$ cat config.mk
export PLATFORM = sky130hd
export DESIGN_NAME = sysbus_arbiter
export DESIGN_NICKNAME = d
export VERILOG_FILES = /design/src/rtl/sysbus_arbiter.sv
export SDC_FILE = /design/constraint.sdc
export NUM_CORES = 1
export LEC_CHECK = 0
export CORE_AREA = 8 8 159 161
export DETAILED_ROUTE_END_ITERATION = 16
export DIE_AREA = 0 0 167 169
export HOLD_SLACK_MARGIN = 0.08
export PLACE_DENSITY = 0.57
export SLEW_MARGIN = 20
export SYNTH_ARGS = -nofsm -noshare
export SYNTH_HDL_FRONTEND = slang
export SYNTH_SLANG_ARGS = --single-unit
$ cat constraint.sdc
create_clock -name clk -period 1.9 [get_ports clk]
set_input_delay 0.285 -clock clk [delete_from_list [all_inputs] [get_ports clk]]
set_output_delay 0.285 -clock clk [all_outputs]
set_load 0.005 [all_outputs]
$ cat src/rtl/sysbus_arbiter.sv
// Two-port round-robin arbiter and line-transfer sequencer for the 64-bit Sysbus.
// Port 0 issues line reads; port 1 issues line reads or writes. Response beats are routed back by tag id.
module sysbus_arbiter #(
    parameter int unsigned BUS_DATA_WIDTH = 64,
    parameter int unsigned BUS_TAG_WIDTH  = 13,
    parameter int unsigned BEATS          = 8
) (
    input  logic                      clk,
    input  logic                      reset,
    input  logic                      req0_valid,
    input  logic [BUS_DATA_WIDTH-1:0] req0_addr,
    input  logic                      req1_valid,
    input  logic                      req1_write,
    input  logic [BUS_DATA_WIDTH-1:0] req1_addr,
    input  logic [BUS_DATA_WIDTH-1:0] req1_wdata,
    output logic                      req1_wbeat,
    output logic                      resp0_valid,
    output logic                      resp1_valid,
    output logic [BUS_DATA_WIDTH-1:0] resp_data,
    output logic                      resp_last,
    output logic                      req0_done,
    output logic                      req1_done,
    output logic                      bus_reqcyc,
    output logic                      bus_respack,
    output logic [BUS_DATA_WIDTH-1:0] bus_req,
    output logic [BUS_TAG_WIDTH-1:0]  bus_reqtag,
    input  logic                      bus_respcyc,
    input  logic                      bus_reqack,
    input  logic [BUS_DATA_WIDTH-1:0] bus_resp,
    input  logic [BUS_TAG_WIDTH-1:0]  bus_resptag
);

    localparam int unsigned    CNT_W         = $clog2(BEATS);
    localparam logic [CNT_W-1:0] LAST_BEAT   = CNT_W'(BEATS - 1);
    localparam logic           SYSBUS_READ   = 1'b0;
    localparam logic           SYSBUS_WRITE  = 1'b1;
    localparam logic [3:0]     SYSBUS_MEMORY = 4'b0001;

    typedef enum logic [1:0] {
        S_IDLE  = 2'd0,
        S_REQ   = 2'd1,
        S_WDATA = 2'd2,
        S_RESP  = 2'd3
    } state_t;

    state_t                    r_state,      w_state_nxt;
    logic                      r_owner,      w_owner_nxt;
    logic                      r_last_grant, w_last_grant_nxt;
    logic [CNT_W-1:0]          r_count,      w_count_nxt;
    logic [BUS_DATA_WIDTH-1:0] r_addr,       w_addr_nxt;
    logic                      r_write,      w_write_nxt;
    logic                      w_grant;
    logic                      w_match;
    logic [BUS_TAG_WIDTH-1:0]  w_tag;
    logic                      w_unused_tag;

    // Only the id field of the response tag selects the destination port.
    assign w_unused_tag = ^bus_resptag[BUS_TAG_WIDTH-1:8];
    assign w_match      = (bus_resptag[7:0] == 8'(r_owner));
    assign w_tag        = BUS_TAG_WIDTH'({r_write ? SYSBUS_WRITE : SYSBUS_READ,
                                          SYSBUS_MEMORY, 7'b0, r_owner});

    always_ff @(posedge clk or negedge reset) begin
        if (!reset) begin
            r_state      <= S_IDLE;
            r_owner      <= 1'b0;
            r_last_grant <= 1'b1;
            r_count      <= '0;
            r_addr       <= '0;
            r_write      <= 1'b0;
        end else begin
            r_state      <= w_state_nxt;
            r_owner      <= w_owner_nxt;
            r_last_grant <= w_last_grant_nxt;
            r_count      <= w_count_nxt;
            r_addr       <= w_addr_nxt;
            r_write      <= w_write_nxt;
        end
    end

    always_comb begin
        w_state_nxt      = r_state;
        w_owner_nxt      = r_owner;
        w_last_grant_nxt = r_last_grant;
        w_count_nxt      = r_count;
        w_addr_nxt       = r_addr;
        w_write_nxt      = r_write;
        w_grant          = 1'b0;
        req1_wbeat       = 1'b0;
        resp0_valid      = 1'b0;
        resp1_valid      = 1'b0;
        resp_data        = '0;
        resp_last        = 1'b0;
        req0_done        = 1'b0;
        req1_done        = 1'b0;
        bus_reqcyc       = 1'b0;
        bus_respack      = 1'b0;
        bus_req          = '0;
        bus_reqtag       = '0;

        case (r_state)
            S_IDLE: begin
                if (req0_valid || req1_valid) begin
                    // On a tie the port that did not win last time goes first.
                    w_grant          = (req0_valid && req1_valid) ? ~r_last_grant : req1_valid;
                    w_owner_nxt      = w_grant;
                    w_last_grant_nxt = w_grant;
                    w_addr_nxt       = w_grant ? req1_addr : req0_addr;
                    w_write_nxt      = w_grant & req1_write;
                    w_state_nxt      = S_REQ;
                end
            end
            S_REQ: begin
                bus_reqcyc = 1'b1;
                bus_req    = r_addr;
                bus_reqtag = w_tag;
                if (bus_reqack) begin
                    w_count_nxt = '0;
                    w_state_nxt = r_write ? S_WDATA : S_RESP;
                end
            end
            S_WDATA: begin
                bus_reqcyc = 1'b1;
                bus_req    = req1_wdata;
                bus_reqtag = w_tag;
                if (bus_reqack) begin
                    req1_wbeat = 1'b1;
                    if (r_count == LAST_BEAT) begin
                        req1_done   = 1'b1;
                        w_count_nxt = '0;
                        w_state_nxt = S_IDLE;
                    end else begin
                        w_count_nxt = r_count + CNT_W'(1);
                    end
                end
            end
            S_RESP: begin
                bus_respack = bus_respcyc;
                // Beats tagged for another id are acked and dropped without counting.
                if (bus_respcyc && w_match) begin
                    resp0_valid = ~r_owner;
                    resp1_valid = r_owner;
                    resp_data   = bus_resp;
                    if (r_count == LAST_BEAT) begin
                        resp_last   = 1'b1;
                        req0_done   = ~r_owner;
                        req1_done   = r_owner;
                        w_count_nxt = '0;
                        w_state_nxt = S_IDLE;
                    end else begin
                        w_count_nxt = r_count + CNT_W'(1);
                    end
                end
            end
            default: w_state_nxt = S_IDLE;
        endcase
    end

    // The owning requester must hold its valid for the whole transaction.
    always_ff @(posedge clk) begin
        if (reset && r_state != S_IDLE)
            assert (r_owner ? req1_valid : req0_valid);
    end

endmodule

# Word-level counts from Yosys, hierarchy flattened
# Index checks and enable logic that the tools add are counted.
# totals
output_inout_bits,149
word_cells,65
ff_bits,72
inputBits,276
# op_classes
reduce_logical,9
n_eq_ne,9
add_sub_neg,1
n_bitwise,3
muxes,37
# op_table
cell,count
two-way mux 64 bit,3
one-hot mux 64 bit (2 select lines),1
two-way mux 1 bit,20
two-way mux 13 bit,1
two-way mux 3 bit,4
two-way mux 2 bit,5
one-hot mux 3 bit (3 select lines),1
== test 8 x 1 -> 1 bit,1
inequality test 2 bit (second input constant),4
one-hot mux 2 bit (4 select lines),1
AND reduction 4 bit,2
== test 2 bit (second input constant),2
adder 3 x 1 -> 3 bit (second input constant),1
== test 3 bit (second input constant),1
nonzero test 3 bit,1
== test 2 x 1 -> 1 bit (second input constant),1
logical AND 1 bit,2
logical NOT 2 bit,1
inverter 1 bit,2
one-hot mux 1 bit (2 select lines),1
AND reduction 2 bit,1
OR reduction 2 bit,1
bitwise AND 1 bit,1
logical OR 1 bit,1

# Logic depth before layout (Yosys ltp)
# logic_depth
depth_word,4
ltp_mapped,8
mapped_depth_nobuf,6

# Worst setup path before layout
# Ideal clock, no wire load.
# synth_timing
path_type,input -> output
startpoint,input bus_resptag[3]
endpoint,output resp_data[13]
t_arrival_ns,1.638
cell_stages,5
path_slack_ns,-0.023
required_time_ns,1.615
path_buffers,2
cell_sequence,or4_4 -> nor4b_4 -> buf_4 -> buf_4 -> and2_1
# synth_via
elab_chain_len,4
# synth_rtl
element,line,text
"start, declared",30,input logic [BUS_TAG_WIDTH-1:0] bus_resptag
== test 8 x 1 -> 1 bit,59,assign w_match = (bus_resptag[7:0] == 8'(r_owner));
logical AND 1 bit,140,if (bus_respcyc && w_match) begin
two-way mux 64 bit,140,
two-way mux 64 bit,101,case (r_state)
"end, declared",19,"output logic [BUS_DATA_WIDTH-1:0] resp_data,"
# No other way between the ends.

# Final worst setup path
# layout_timing
startpoint,register r_state[0]
endpoint,output resp_data[20]
# layout_via
elab_chain_len,2
# layout_rtl
element,line,text
"start, declared",46,"state_t r_state, w_state_nxt;"
"start signal, assigned",72,r_state <= w_state_nxt;
== test 2 bit,101,
two-way mux 64 bit,101,
# No other way between the ends.

==> results.json <==
{
  "outcome": "finished with violations",
  "violations": "setup timing",
  "finalSetupViolCount": 143,
  "start_util_pct": 21.7,
  "hpwl_um": 20700,
  "grt_pass1_wl_um": 40200,
  "antenna_found_initial": 0,
  "multiInputGateArea_um2": 3320,
  "clk_latency_ns": 0.35,
  "drtIter0Drc": 139,
  "worstHoldPathType": "in -> async",
  "critPathMaxStageDelay_ns": 0.38,
  "finalMaxSlewViolations": 0,
  "critPathMaxFanout": 5,
  "placed_cells": 1273,
  "synth_area_um2": 4980,
  "via_count": 5939,
  "final_cells": 1344,
  "grt_usage_pct": 18.6,
  "crit_path_frequent_cell": "buf_6",
  "p_comb_share_pct": 63.8,
  "clkTransAtPathRegs_ns": 0.08,
  "cp.arrival_ns": 2.16,
  "std_cell_rows": 56,
  "cts-root-buf": "clkbuf_16",
  "syn_to_final_growth_pct": 124,
  "crit_slowest_cell": "dfrtp_1",
  "fill_cells": 2202,
  "path_cells": "ha_2 > and2_4 > nor4b_4 > buf_6 > buf_12 > buf_8 > buf_16 > buf_8 > buf_6 > and2_4 > buf_6",
  "intPower_mw": 7.82,
  "clock_path_buffers": 2,
  "yosys_warnings": 0,
  "ys.flop_type": "dfrtp_1",
  "die-area_um2": 28200,
  "power.static_leakage_nw": 5.21,
  "maxCapViolations": 0,
  "ys_ff_latch": 72,
  "ys_seq_area_share_pct": 36.2,
  "setup_slack_ns": -0.546,
  "ios": 425,
  "grt_pass1_vias": 6405,
  "cts_tree": "built",
  "worst_ir_drop_vdd_uv": 590,
  "swShare_pct": 38.0,
  "worstReg2RegEnd": "r_state[0]",
  "power.density_nw_per_um2": 1130,
  "worstPathRequired_ns": 1.62,
  "h-tree-depth": 3,
  "avgSynthCellArea_um2": 8.77,
  "routed_wl_um": 27300,
  "drc": 0,
  "num-nets-final": 1331,
  "top_usage_layer": "met2",
  "cp-end-kind": "output pin",
  "grt_start_max_net_pins": 73,
  "dr.pass1.iters": 4,
  "ant_nets": 0,
  "grt_util_met3_pct": 5.73,
  "p_switching_mw": 4.78,
  "die_w_um": 167,
  "fp.coreArea_um2": 22900,
  "clock-sinks": 72,
  "seqCellArea_um2": 1800,
  "worst-setup-path-type": "reg -> out",
  "synth-edff-count": 0,
  "startpoint_type": "flip-flop",
  "seq_power_share_pct": 21.6,
  "fmax_mhz": 409,
  "overflow": 0,
  "grt.met1_usage_pct": 21.3,
  "met2_usage_pct": 33.5,
  "final_layout_size_suffix_gt1_share_pct": 33.0,
  "antenna_cells": 0,
  "period_share_pct": 129,
  "viasPerCell": 4.42,
  "rsz0062_at_grt": "true",
  "netlist-cell-type-count": 32,
  "portBuffers": 409,
  "gp_congestion": 0.836,
  "fin_hold_ws_ns": 0.397,
  "die_y_um": 169,
  "wl_per_cell_um": 20.3,
  "hold_viol": 0,
  "fin_worst_skew_ns": 0.0140,
  "reg2reg_depth": 10,
  "synth_cells": 568,
  "r2r-start": "r_state[1]",
  "layout_min_cycle_time_ns": 2.45,
  "rrSetupSlack_ns": -0.11,
  "async_flop_share_pct": 100,
  "power.share.clock_pct": 14.6,
  "cts_made_buffers": 9
}
layout by cell type (no fill, tap or decap), types with 25 or more instances in the layout:
| cell | Yosys | final |
|---|---|---|
| and2_4 | 0 | 46 |
| and2_1 | 71 | 25 |
| buf_2 | 5 | 59 |
| buf_6 | 0 | 69 |
| o21ai_0 | 65 | 64 |
| buf_4 | 17 | 47 |
| mux2i_1 | 65 | 65 |
| nand2_1 | 67 | 67 |
| a22oi_2 | 0 | 38 |
| nor2b_1 | 69 | 66 |
| a22oi_1 | 64 | 26 |
| dfrtp_1 | 71 | 71 |
| clkdlybuf4s50_1 | 0 | 262 |
synth_stat cells, types with 2 or more instances:
| cell | n | area [um^2] |
|---|---|---|
| and2_1 | 71 | 444 |
| dfrtp_1 | 71 | 1780 |
| nor2b_1 | 69 | 432 |
| nand2_1 | 67 | 251 |
| mux2i_1 | 65 | 651 |
| o21ai_0 | 65 | 325 |
| a22oi_1 | 64 | 480 |
| clkbuf_1 | 31 | 116 |
| buf_4 | 17 | 128 |
| buf_1 | 9 | 33.8 |
| ha_1 | 6 | 75.1 |
| buf_2 | 5 | 25.0 |
| inv_1 | 3 | 11.3 |
| mux2_1 | 3 | 33.8 |
| nor2_1 | 3 | 11.3 |
| a21oi_1 | 2 | 10.0 |
| nor3_1 | 2 | 10.0 |
registers in the layout, summed over array words and instances, names as in the netlist:
signal,cells
r_addr,64
r_count,3
r_last_grant,1
r_owner,1
r_state,2
r_write,1
final cells by class:
class | count | share of cell area, %
sequential | 72 | 16.1
tap | 290 | 3.25
inverter | 3 | 0.146
clock inverter | 7 | 0.784
timing repair buffer | 523 | 47.9
clock buffer | 9 | 2.02
multi-input combinational | 440 | 29.7
timing repair:
action                                 CTS  global route
setup endpoints to repair              142           143
endpoints found under the hold margin   24             0
hold buffers                             1             0
buffers inserted                        50            11
pin swaps                               24            26
resized for setup                      578           117
cloned                                  11             2
per-stage QoR:
stage	cell area (um^2)	setup WS [ns]	setup TNS (ns)	power [mW]	utilization, %
finish	11200	-0.546	-39.95	12.6	48.7
global route	11200	-0.595	-48.85	13.6	48.7
CTS	11100	-0.826	-60.85	12.7	48.4
detailed placement	9860	-0.996	-82.76	9.83	43.0
global placement	9860	-0.972	-81.48	9.76	43.0
floorplan	5020	-0.00874	-0.350	5.81	-
routing by layer:
layer / vias up / routed length (um)
li1: 2908 / -
met1: 2775 / 11100
met2: 236 / 13900
met3: 20 / 1940
met5: - / 0
met4: 0 / 349
logic make-up after synthesis:
| family | synth area share (%) |
|---|---|
| buffers and inverters | 6.31 |
| AO/OA/AOI/OAI | 17.9 |
| adder cells (fa/ha/maj) | 1.51 |
| XOR/XNOR | 0.176 |
| other | 0.0753 |
| multiplexers | 14.0 |
| flip-flops | 36.2 |
| AND/OR/NAND/NOR | 23.9 |
power by group through the flow:
stage	clock, mW	sequential, mW	combinational [mW]
final	1.84	2.73	8.04
after CTS	1.89	2.70	8.10
after global placement	0	2.66	7.09
after floorplan	0	2.57	3.24
after detailed placement	0	2.69	7.14
after global routing	1.95	2.82	8.78
critical path: cells and delay by family (launching register included):
family	cells	cell delay [ns]
adder cells (fa/ha/maj)	1	0.20
flip-flops	1	0.38
buffers and inverters	7	0.84
AND/OR/NAND/NOR	3	0.40
worst max path at each step:
| stage | startpoint | to | slack (ns) | depth (start not counted) |
|---|---|---|---|---|
| 6_report | r_state[0] | resp_data[20] | -0.55 | 11 |
| 5_1_grt | r_state[0] | resp_data[20] | -0.59 | 11 |
| 4_1_cts | r_state[1] | resp_data[13] | -0.83 | 14 |
| 3_5_place_dp | bus_resptag[3] | req0_done | -1.0 | 7 |
| 3_3_place_gp | bus_resptag[3] | resp_data[13] | -0.97 | 7 |
| 2_1_floorplan | bus_resptag[3] | resp_data[23] | -0.009 | 5 |
Power figures use the tool's default switching activity.
